<file path="src/rtl/multicycle_control_unit_pkg.sv">
// Shared opcodes, ALU encodings, FSM states and trap codes for the multi-cycle control unit.
// Optional LUI support is enabled with the MCU_LUI_EN macro.
package ctrl_pkg;

  localparam logic [6:0] OP_R_TYPE = 7'b0110011;
  localparam logic [6:0] OP_I_TYPE = 7'b0010011;
  localparam logic [6:0] OP_BRANCH = 7'b1100011;
  localparam logic [6:0] OP_JAL    = 7'b1101111;
  localparam logic [6:0] OP_LOAD   = 7'b0000011;
  localparam logic [6:0] OP_STORE  = 7'b0100011;
  localparam logic [6:0] OP_LUI    = 7'b0110111;

  localparam logic [1:0] ALU_ADD    = 2'd0;
  localparam logic [1:0] ALU_SUB    = 2'd1;
  localparam logic [1:0] ALU_R_TYPE = 2'd2;

  localparam logic [1:0] ERR_NONE    = 2'd0;
  localparam logic [1:0] ERR_ILLEGAL = 2'd1;
  localparam logic [1:0] ERR_IMEM_TO = 2'd2;
  localparam logic [1:0] ERR_DMEM_TO = 2'd3;

  typedef enum logic [2:0] {
    ST_IDLE,
    ST_FETCH,
    ST_DECODE,
    ST_EXEC,
    ST_MEM,
    ST_WB,
    ST_TRAP
  } state_t;

  typedef enum logic [2:0] {
    CLS_ILLEGAL,
    CLS_R,
    CLS_I,
    CLS_BRANCH,
    CLS_JAL,
    CLS_LOAD,
    CLS_STORE,
    CLS_LUI
  } op_class_t;

  // Anything outside the supported set classifies as illegal and traps in DECODE.
  function automatic op_class_t op_class(input logic [6:0] op);
    op_class_t cls;
    case (op)
      OP_R_TYPE: cls = CLS_R;
      OP_I_TYPE: cls = CLS_I;
      OP_BRANCH: cls = CLS_BRANCH;
      OP_JAL:    cls = CLS_JAL;
      OP_LOAD:   cls = CLS_LOAD;
      OP_STORE:  cls = CLS_STORE;
`ifdef MCU_LUI_EN
      OP_LUI:    cls = CLS_LUI;
`else
      OP_LUI:    cls = CLS_ILLEGAL;
`endif
      default:   cls = CLS_ILLEGAL;
    endcase
    return cls;
  endfunction

endpackage

</file>
<file path="src/rtl/multicycle_control_unit_if.sv">
// Handshake and control bus between the multi-cycle control unit (master) and
// the instruction register / memories / datapath (slave).
interface multicycle_control_unit_if #(
  parameter int ALU_OP_W = 2
);
  logic                enable;
  logic [6:0]          opcode;
  logic                imem_ready;
  logic                dmem_ready;
  logic                imem_req;
  logic                ir_write;
  logic                pc_write;
  logic [ALU_OP_W-1:0] alu_op;
  logic                alu_src;
  logic                branch;
  logic                jump;
  logic                mem_read;
  logic                mem_write;
  logic                mem_2_reg;
  logic                reg_write;
  logic                busy;
  logic                err;
  logic [1:0]          err_code;

  modport master (
    input  enable, opcode, imem_ready, dmem_ready,
    output imem_req, ir_write, pc_write, alu_op, alu_src, branch, jump,
           mem_read, mem_write, mem_2_reg, reg_write, busy, err, err_code
  );

  modport slave (
    output enable, opcode, imem_ready, dmem_ready,
    input  imem_req, ir_write, pc_write, alu_op, alu_src, branch, jump,
           mem_read, mem_write, mem_2_reg, reg_write, busy, err, err_code
  );
endinterface

</file>
<file path="src/rtl/multicycle_control_unit_wait_timer.sv">
// Memory wait-state counter shared by FETCH and MEM; flags expiry on the cycle the
// count would reach MAX with the ready still low. MAX of 0 disables expiry.
module wait_timer #(
  parameter int MAX   = 15,
  parameter int CNT_W = $clog2(MAX + 2)
) (
  input  logic clk,
  input  logic arst_n,
  input  logic clr,
  input  logic busy_wait,
  output logic expired
);

  localparam logic [CNT_W-1:0] LIMIT = CNT_W'((MAX > 0) ? (MAX - 1) : 0);

  logic [CNT_W-1:0] r_count;

  always_ff @(posedge clk or negedge arst_n) begin
    if (!arst_n) begin
      r_count <= '0;
    end else if (clr) begin
      r_count <= '0;
    end else if (busy_wait && (r_count != LIMIT)) begin
      r_count <= r_count + 1'b1;
    end
  end

  assign expired = (MAX != 0) && busy_wait && (r_count == LIMIT);

endmodule

</file>
<file path="src/rtl/multicycle_control_unit.sv">
// Multi-cycle RISC-V control FSM: FETCH/DECODE/EXEC/MEM/WB with memory wait timeout
// and illegal-opcode trap. Define MCU_LUI_EN to accept LUI.
module multicycle_control_unit
  import ctrl_pkg::*;
#(
  parameter int ALU_OP_W     = 2,
  parameter int MEM_WAIT_MAX = 15
) (
  input  logic                       clk,
  input  logic                       arst_n,
  multicycle_control_unit_if.master  ctrl
);

  localparam int CNT_W = $clog2(MEM_WAIT_MAX + 2);

  state_t     r_state;
  state_t     w_next_state;
  state_t     w_boundary_state;
  logic [6:0] r_opcode_q;
  op_class_t  w_cls;
  logic       r_err;
  logic [1:0] r_err_code;
  logic [1:0] w_trap_code;
  logic       w_timer_clr;
  logic       w_busy_wait;
  logic       w_expired;

  assign w_cls = op_class(r_opcode_q);

  // The timer restarts on every state change, so both FETCH and MEM start counting from zero.
  assign w_timer_clr = (r_state != w_next_state);
  assign w_busy_wait = ((r_state == ST_FETCH) && !ctrl.imem_ready) ||
                       ((r_state == ST_MEM)   && !ctrl.dmem_ready);

  wait_timer #(
    .MAX   (MEM_WAIT_MAX),
    .CNT_W (CNT_W)
  ) u_wait_timer (
    .clk       (clk),
    .arst_n    (arst_n),
    .clr       (w_timer_clr),
    .busy_wait (w_busy_wait),
    .expired   (w_expired)
  );

  always_ff @(posedge clk or negedge arst_n) begin
    if (!arst_n) begin
      r_state <= ST_IDLE;
    end else begin
      r_state <= w_next_state;
    end
  end

  always_ff @(posedge clk or negedge arst_n) begin
    if (!arst_n) begin
      r_opcode_q <= '0;
      r_err      <= 1'b0;
      r_err_code <= ERR_NONE;
    end else begin
      if ((r_state == ST_FETCH) && ctrl.imem_ready) begin
        r_opcode_q <= ctrl.opcode;
      end
      if ((w_next_state == ST_TRAP) && (r_state != ST_TRAP)) begin
        r_err      <= 1'b1;
        r_err_code <= w_trap_code;
      end
    end
  end

  // enable is only consulted when an instruction retires.
  always_comb begin
    w_next_state     = r_state;
    w_trap_code      = ERR_NONE;
    w_boundary_state = ctrl.enable ? ST_FETCH : ST_IDLE;
    case (r_state)
      ST_IDLE: begin
        if (ctrl.enable) begin
          w_next_state = ST_FETCH;
        end
      end
      ST_FETCH: begin
        if (ctrl.imem_ready) begin
          w_next_state = ST_DECODE;
        end else if (w_expired) begin
          w_next_state = ST_TRAP;
          w_trap_code  = ERR_IMEM_TO;
        end
      end
      ST_DECODE: begin
        if (w_cls == CLS_ILLEGAL) begin
          w_next_state = ST_TRAP;
          w_trap_code  = ERR_ILLEGAL;
        end else begin
          w_next_state = ST_EXEC;
        end
      end
      ST_EXEC: begin
        case (w_cls)
          CLS_BRANCH:          w_next_state = w_boundary_state;
          CLS_LOAD, CLS_STORE: w_next_state = ST_MEM;
          default:             w_next_state = ST_WB;
        endcase
      end
      ST_MEM: begin
        if (ctrl.dmem_ready) begin
          w_next_state = (w_cls == CLS_LOAD) ? ST_WB : w_boundary_state;
        end else if (w_expired) begin
          w_next_state = ST_TRAP;
          w_trap_code  = ERR_DMEM_TO;
        end
      end
      ST_WB: begin
        w_next_state = w_boundary_state;
      end
      ST_TRAP: begin
        w_next_state = ST_TRAP;
      end
      default: begin
        w_next_state = ST_IDLE;
      end
    endcase
  end

  always_comb begin
    ctrl.imem_req  = 1'b0;
    ctrl.ir_write  = 1'b0;
    ctrl.pc_write  = 1'b0;
    ctrl.alu_op    = ALU_OP_W'(ALU_ADD);
    ctrl.alu_src   = 1'b0;
    ctrl.branch    = 1'b0;
    ctrl.jump      = 1'b0;
    ctrl.mem_read  = 1'b0;
    ctrl.mem_write = 1'b0;
    ctrl.mem_2_reg = 1'b0;
    ctrl.reg_write = 1'b0;
    ctrl.busy      = (r_state != ST_IDLE) && (r_state != ST_TRAP);
    ctrl.err       = r_err;
    ctrl.err_code  = r_err_code;
    case (r_state)
      ST_FETCH: begin
        ctrl.imem_req = 1'b1;
        ctrl.ir_write = ctrl.imem_ready;
      end
      ST_EXEC: begin
        case (w_cls)
          CLS_R: begin
            ctrl.alu_op = ALU_OP_W'(ALU_R_TYPE);
          end
          CLS_I, CLS_LOAD, CLS_STORE, CLS_LUI: begin
            ctrl.alu_src = 1'b1;
          end
          CLS_BRANCH: begin
            ctrl.alu_op   = ALU_OP_W'(ALU_SUB);
            ctrl.branch   = 1'b1;
            ctrl.pc_write = 1'b1;
          end
          default: begin
            ctrl.alu_src = 1'b0;
          end
        endcase
      end
      ST_MEM: begin
        ctrl.alu_src   = 1'b1;
        ctrl.mem_read  = (w_cls == CLS_LOAD);
        ctrl.mem_write = (w_cls == CLS_STORE);
        ctrl.pc_write  = (w_cls == CLS_STORE) && ctrl.dmem_ready;
      end
      ST_WB: begin
        ctrl.reg_write = 1'b1;
        ctrl.pc_write  = 1'b1;
        ctrl.mem_2_reg = (w_cls == CLS_LOAD);
        ctrl.jump      = (w_cls == CLS_JAL);
      end
      default: begin
        ctrl.imem_req = 1'b0;
      end
    endcase
  end

endmodule
</file>
<file path="src/flat_wrapper.sv">
// flat-port wrapper written by rule: the top's interface ports become plain ports
module multicycle_control_unit_flat import ctrl_pkg::*;
#(
  parameter int ALU_OP_W     = 2,
  parameter int MEM_WAIT_MAX = 15
)
  (clk, arst_n, ctrl_enable, ctrl_opcode, ctrl_imem_ready, ctrl_dmem_ready, ctrl_imem_req, ctrl_ir_write, ctrl_pc_write, ctrl_alu_op, ctrl_alu_src, ctrl_branch, ctrl_jump, ctrl_mem_read, ctrl_mem_write, ctrl_mem_2_reg, ctrl_reg_write, ctrl_busy, ctrl_err, ctrl_err_code);
  multicycle_control_unit_if #(.ALU_OP_W(ALU_OP_W)) ctrl_i ();
  input  logic clk;
  input  logic arst_n;
  input wire logic [$bits(ctrl_i.enable)-1:0] ctrl_enable;
  input wire logic [$bits(ctrl_i.opcode)-1:0] ctrl_opcode;
  input wire logic [$bits(ctrl_i.imem_ready)-1:0] ctrl_imem_ready;
  input wire logic [$bits(ctrl_i.dmem_ready)-1:0] ctrl_dmem_ready;
  output wire logic [$bits(ctrl_i.imem_req)-1:0] ctrl_imem_req;
  output wire logic [$bits(ctrl_i.ir_write)-1:0] ctrl_ir_write;
  output wire logic [$bits(ctrl_i.pc_write)-1:0] ctrl_pc_write;
  output wire logic [$bits(ctrl_i.alu_op)-1:0] ctrl_alu_op;
  output wire logic [$bits(ctrl_i.alu_src)-1:0] ctrl_alu_src;
  output wire logic [$bits(ctrl_i.branch)-1:0] ctrl_branch;
  output wire logic [$bits(ctrl_i.jump)-1:0] ctrl_jump;
  output wire logic [$bits(ctrl_i.mem_read)-1:0] ctrl_mem_read;
  output wire logic [$bits(ctrl_i.mem_write)-1:0] ctrl_mem_write;
  output wire logic [$bits(ctrl_i.mem_2_reg)-1:0] ctrl_mem_2_reg;
  output wire logic [$bits(ctrl_i.reg_write)-1:0] ctrl_reg_write;
  output wire logic [$bits(ctrl_i.busy)-1:0] ctrl_busy;
  output wire logic [$bits(ctrl_i.err)-1:0] ctrl_err;
  output wire logic [$bits(ctrl_i.err_code)-1:0] ctrl_err_code;
  assign ctrl_i.enable = ctrl_enable;
  assign ctrl_i.opcode = ctrl_opcode;
  assign ctrl_i.imem_ready = ctrl_imem_ready;
  assign ctrl_i.dmem_ready = ctrl_dmem_ready;
  assign ctrl_imem_req = ctrl_i.imem_req;
  assign ctrl_ir_write = ctrl_i.ir_write;
  assign ctrl_pc_write = ctrl_i.pc_write;
  assign ctrl_alu_op = ctrl_i.alu_op;
  assign ctrl_alu_src = ctrl_i.alu_src;
  assign ctrl_branch = ctrl_i.branch;
  assign ctrl_jump = ctrl_i.jump;
  assign ctrl_mem_read = ctrl_i.mem_read;
  assign ctrl_mem_write = ctrl_i.mem_write;
  assign ctrl_mem_2_reg = ctrl_i.mem_2_reg;
  assign ctrl_reg_write = ctrl_i.reg_write;
  assign ctrl_busy = ctrl_i.busy;
  assign ctrl_err = ctrl_i.err;
  assign ctrl_err_code = ctrl_i.err_code;
  multicycle_control_unit #(.ALU_OP_W(ALU_OP_W), .MEM_WAIT_MAX(MEM_WAIT_MAX)) u_core (.clk(clk), .arst_n(arst_n), .ctrl(ctrl_i));
endmodule
</file>
<file path="config.mk">
export PLATFORM = sky130hd
export DESIGN_NAME = multicycle_control_unit_flat
export DESIGN_NICKNAME = d
export VERILOG_FILES = /design/src/rtl/multicycle_control_unit_pkg.sv /design/src/rtl/multicycle_control_unit_if.sv /design/src/rtl/multicycle_control_unit_wait_timer.sv /design/src/rtl/multicycle_control_unit.sv /design/src/flat_wrapper.sv
export SDC_FILE = /design/constraint.sdc
export NUM_CORES = 1
export LEC_CHECK = 0
export BUFFER_PORTS_ARGS = -buffer_cell sky130_fd_sc_hd__clkbuf_2
export CAP_MARGIN = 15
export CORE_MARGIN = 2
export CORE_UTILIZATION = 40
export CTS_CLUSTER_SIZE = 20
export DETAILED_ROUTE_END_ITERATION = 10
export GPL_ROUTABILITY_DRIVEN = 0
export PLACE_DENSITY = 0.6
export SYNTH_ARGS = -nofsm -noshare
export SYNTH_HDL_FRONTEND = slang
export SYNTH_SLANG_ARGS = --single-unit
export TNS_END_PERCENT = 20
</file>
<file path="constraint.sdc">
create_clock -name clk -period 4.25 [get_ports clk]
set_input_delay 0.6375 -clock clk [delete_from_list [all_inputs] [get_ports clk]]
set_output_delay 0.6375 -clock clk [all_outputs]
set_load 0.03 [all_outputs]
</file>
======== After elaboration in Yosys (flattened, before gate mapping) ========
Cells that the tools add are included.
word-level totals
  register bits after elaboration ......... 18
  input port bits ......................... 12
cells by class
  add/subtract/negate cells ............... 1
  equal/unequal tests ..................... 24
  mux-type cells .......................... 32
  reductions and logical operators ........ 17
operators with widths
  cell                                                              count
  3-bit == test (second input constant)                             8
  3-bit one-hot mux with 7 select lines                             1
  3-bit two-way mux                                                 6
  3-bit one-hot mux with 6 select lines                             1
  7-bit by 6-bit == test with 1-bit output (second input constant)  2
  7-bit == test (second input constant)                             2
  3-bit by 2-bit == test with 1-bit output (second input constant)  4
  1-bit two-way mux                                                 12
  2-bit two-way mux                                                 5
  5-bit two-way mux                                                 2
  1-bit logical AND                                                 8
  7-bit by 2-bit == test with 1-bit output (second input constant)  1
  7-bit by 5-bit == test with 1-bit output (second input constant)  1
  3-bit by 1-bit == test with 1-bit output (second input constant)  2
  3-bit logical NOT                                                 2
  2-bit one-hot mux with 3 select lines                             1
  3-bit one-hot mux with 2 select lines                             1
  5-bit by 1-bit adder with 5-bit output (second input constant)    1
  5-bit by 4-bit == test with 1-bit output (second input constant)  1
  5-bit by 4-bit != test with 1-bit output (second input constant)  1
  2-bit one-hot mux with 2 select lines                             1
  4-bit OR reduction                                                1
  3-bit != test                                                     1
  3-bit != test (second input constant)                             1
  other kinds (7)                                                   8

======== Longest topological paths before layout ========
  depth after elaboration ................. 9
  depth in mapped cells ................... 7
  mapped depth without buffers ............ 6

======== By module ========
A second synthesis with hierarchy kept.
unflattened totals
  cells, all modules ...................... 129
  area total of the unflattened synthesis .. 1188.6 sq um
modules (own cells, without submodules)
  module                   times used  cells each  area an instance (sq um)  seq. area each (sq um)
  multicycle_control_unit  1           99          898.4                     325.3
  wait_timer               1           30          290.3                     125.1

======== Least setup slack after synthesis ========
OpenSTA, ideal clock, no wires.
  path type ............................... register to output
  start point ............................. register u_core.r_state[1]
  end point ............................... output ctrl_pc_write
  arrival time ............................ 1865 ps
  data required time ...................... 3612 ps
  path slack .............................. 1748 ps
  cell stages (with the launch flop) ...... 6
  path buffers ............................ 1
  cells stage by stage .................... dfrtp_1 > buf_2 > nor3b_1 > nand3_1 > o22a_1 > o21ai_0
between the ends
  word-level cells in the longest chain between the ends .. 2
ends and longest elaborated chain
  element                                                                    line                            text
  start: declaration                                                         multicycle_control_unit.sv:16   state_t r_state;
  start signal: assignment                                                   multicycle_control_unit.sv:50   r_state <= w_next_state;
  3-bit == test or 3-bit by 2-bit == test with 1-bit output (tied branches)  multicycle_control_unit.sv:139  case (r_state)
  1-bit one-hot mux with 3 select lines (*)                                  multicycle_control_unit.sv:139
  end: declaration                                                           flat_wrapper.sv:17              output wire logic [$bits(ctrl_i.pc_write)-1:0] ctrl_pc_write;
Mark *: on every way between the ends. The rest lies on a longest branch, timed or not.

======== Worst setup path in the final report ========
Same ends and word-level chain as after synthesis.

==> PnR_summary.wiki <==
{| class="wikitable"
! Metric !! Value
|-
| Critical Path Source || u_core.r_state[1]
|-
| TritonCTS buffer count || 3
|-
| Total vias in the final route || about 1.1k
|-
| Number of antenna violations at the first check in global routing || 0
|-
| Initial core utilization || between 40% and 50%
|-
| I/O pin count || 28
|-
| Site Rows || 20
|-
| Setup slack at placement || 1.940 ns
|-
| Fraction of the yosys area taken by sequential cells || between 30% and 40%
|-
| 1st-pass router iterations || 4
|-
| Critical setup path kind || flip-flop to output pin
|-
| Gate count after technology mapping || ~140
|-
| Fraction of layout instances using a drive strength above 1 || a little over a quarter
|-
| Most instantiated library cell after synthesis || nand2_1
|-
| Cell taking the most area after synthesis || dfrtp_1
|-
| Total number of nets in the final design || about 180
|-
| Wire length of the first global-routing pass || about 4600 um
|-
| Die outline height || around 60 um
|-
| Vias/cell || ~5.7
|-
| Transition time at the pin with the least slew margin || around 0.62 ns
|-
| Sink count of the clock tree || 18
|-
| Clock input transition at the sequential cells of the worst setup and hold paths || ~0.10 ns
|-
| Synthesis Warnings || 0
|-
| Die Footprint || around 3600 um^2
|-
| Clock insertion delay at the later pin of the skew report || 0.30 ns
|-
| Antenna-violating nets left || 0
|-
| Critical-path maximum fanout || 15
|-
| Total routed wirelength || approximately 2800 um
|-
| Critical Path Start Type || flip-flop
|-
| Area added between synthesis and finish || 14.75%
|-
| Count of final max-slew check failures || 0
|-
| Horizontal die dimension || 59.65 um
|-
| Number of flops mapped to enable cells by yosys || 0
|-
| Accumulated negative setup slack || 0 ns
|-
| Pleak || slightly below 0.7 nW
|-
| Setup repair after global routing missed its margin || false
|-
| Seq cells post-synth || 18
|-
| Share of the synthesized area in the top cell type || 36.36%
|-
| P per Cell Area || between 200 and 250 nW/um^2
|-
| Most frequent cells after synthesis || nand2_1 (28), dfrtp_1 (18), nand3_1 (10), inv_1 (8), o21ai_0 (7)
|-
| Pin count of the biggest net entering global routing || 19
|-
| Largest vdd supply drop || approximately 0.16 mV
|-
| Post-CTS setup buffer count || 0
|-
| Most area-consuming cells after synthesis || dfrtp_1 (36%), nand2_1 (8.5%), nand3_1 (4.0%)
|-
| Floorplan core area || between 3000 and 4000 um^2
|-
| Antenna Diode Count || 0
|-
| Count of cell types in the netlist || 48
|-
| TritonCTS clock tree || yes
|-
| DPL Wire Length || 2145 um
|-
| Cells along the critical path || and3b_1 > nand2_1 > o22a_1 > o21ai_0 > clkbuf_2
|-
| Synth Flop Type || dfrtp_1
|-
| Setup ws final || ~1.6 ns
|-
| Critical Path Sink Type || output pin
|-
| Final setup violation count || 0
|-
| Number of I/O port buffers || 27
|-
| Slew Limit Headroom || between 50% and 60%
|-
| Post-cts gate resize count || 0
|-
| DRC errors left || 0
|-
| Path depth of the worst reg2reg path || 6
|-
| Slowest stage delay, CP || between 0.7 and 0.8 ns
|-
| Endpoint arrival time on the critical path || between 2 and 2.5 ns
|-
| Fmax || ~380 MHz
|-
| Critical-path top delay cell || dfrtp_1
|-
| Initial DRC count || 67
|-
| Result of the run || complete, no violations
|-
| Bufs on Longest Clock Path || 2
|-
| Min-Delay Path Class || input pin to asynchronous set/reset pin
|-
| Average instance area after synthesis || 8.723 um^2
|-
| Async S/R FF share, synth || between 90% and 100%
|-
| Hold Fails Final Rpt || 0
|-
| Max capacitance violation total || 0
|-
| Required arrival time at the worst endpoint || roughly 3.6 ns
|-
| Final setup skew || 0.004729 ns
|-
| Global-route congestion overflow total || 0
|-
| Global Route Usage Sum || between 10% and 20%
|-
| Root cell of the clock tree || clkbuf_4
|-
| Number of nets produced by synthesis || between 150 and 200
|-
| Launching point of the worst reg2reg path || u_core.r_state[1]
|-
| Routed wirelength normalized by instance count || around 14 um
|-
| Deepest level of the CTS H-tree || 1
|-
| Number of global-route vias before repair || 991
|-
| Period minus WS final || approximately 2.6 ns
|-
| Final period util || about 62%
|-
| Netlist area before placement || 1239 um^2
|-
| CTS hold repair buffers || 0
|}
==> final timing paths <==
kind,to,slack (ns)
max,ctrl_pc_write,1.60
min,u_core.r_opcode_q[3],0.27
max reg2reg,u_core.ctrl.err_code[1],2.21
min reg2reg,u_core.r_opcode_q[2],0.52
max in group asynchronous,u_core.r_state[2],3.67
min in group clk,u_core.r_opcode_q[2],0.52
==> cell usage in the layout, fill, tap and decap left out, types with 3 or more instances in the layout <==
master | synthesis | routed
nor2_1 | 6 | 6
dfrtp_1 | 18 | 18
a2111oi_2 | 3 | 3
nor3_1 | 4 | 4
o21ai_0 | 7 | 7
inv_1 | 8 | 8
clkbuf_2 | 0 | 27
xnor2_1 | 4 | 4
nand2_1 | 28 | 28
nand3_1 | 10 | 10
nor4_1 | 4 | 4
clkbuf_4 | 0 | 3
==> per-layer routing <==
layer  track usage [%]  vias to the layer above  wire length, um
met3             2.165                        5               81
met4             7.619                        0               49
met5                 0                        -                0
met1             26.58                      535             1446
li1                  -                      572                -
met2             23.91                       19             1206
==> registers in the layout, summed over array words and instances (netlist names) <==
signal,cells
u_core.u_wait_timer.r_count,5
u_core.r_state,3
u_core.ctrl.err,1
u_core.r_opcode_q,7
u_core.ctrl.err_code,2
==> logic make-up (layout without fill, tap and decap cells) <==
kind of cell	Yosys count	after routing	share of synthesized area (%)
simple gates	75	75	34.55
compound gates	27	27	18.28
flops	18	18	36.36
buf+inv	15	40	5.151
xor+xnor	4	4	2.828
fa+ha+maj	2	2	2.020
mux	1	1	0.8081
==> power breakdown <==
part	internal, W	switching, W
Combinational	0.00000478	0.00000723
Sequential	0.000171	0
Clock	0.0000523	0.0000541
==> worst max-delay path, delay by kind of cell (launching register included) <==
family / cells / cell delay (ns)
buf+inv: 1 / 0.23
compound gates: 2 / 0.36
flops: 1 / 0.72
simple gates: 2 / 0.40
==> metrics by stage <==
| step | util, % | hold WS [ns] | cells | total power, W | area (um^2) |
|---|---|---|---|---|---|
| global placement | 46.13 | 0.4964 | 196 | 0.0001867 | 1385 |
| detailed placement | 46.13 | 0.4985 | 196 | 0.0001870 | 1385 |
| floorplan | - | 0.3419 | 142 | 0.0001770 | 1239 |
| global route | 47.33 | 0.2811 | 200 | 0.0003040 | 1421 |
| CTS | 47.33 | 0.2763 | 200 | 0.0002951 | 1421 |
| finish | 47.33 | 0.2655 | 200 | 0.0002895 | 1421 |
==> cell type report <==
cell class              instances  area [um^2]
fillers                       302         1582
inverters                       9        33.78
repair buffers                 27        135.1
flip-flops and latches         18        450.4
clock buffers                   4        36.28
well taps                      33        41.29
multi-input cells             109        724.4
Power figures use the tool's default switching activity.
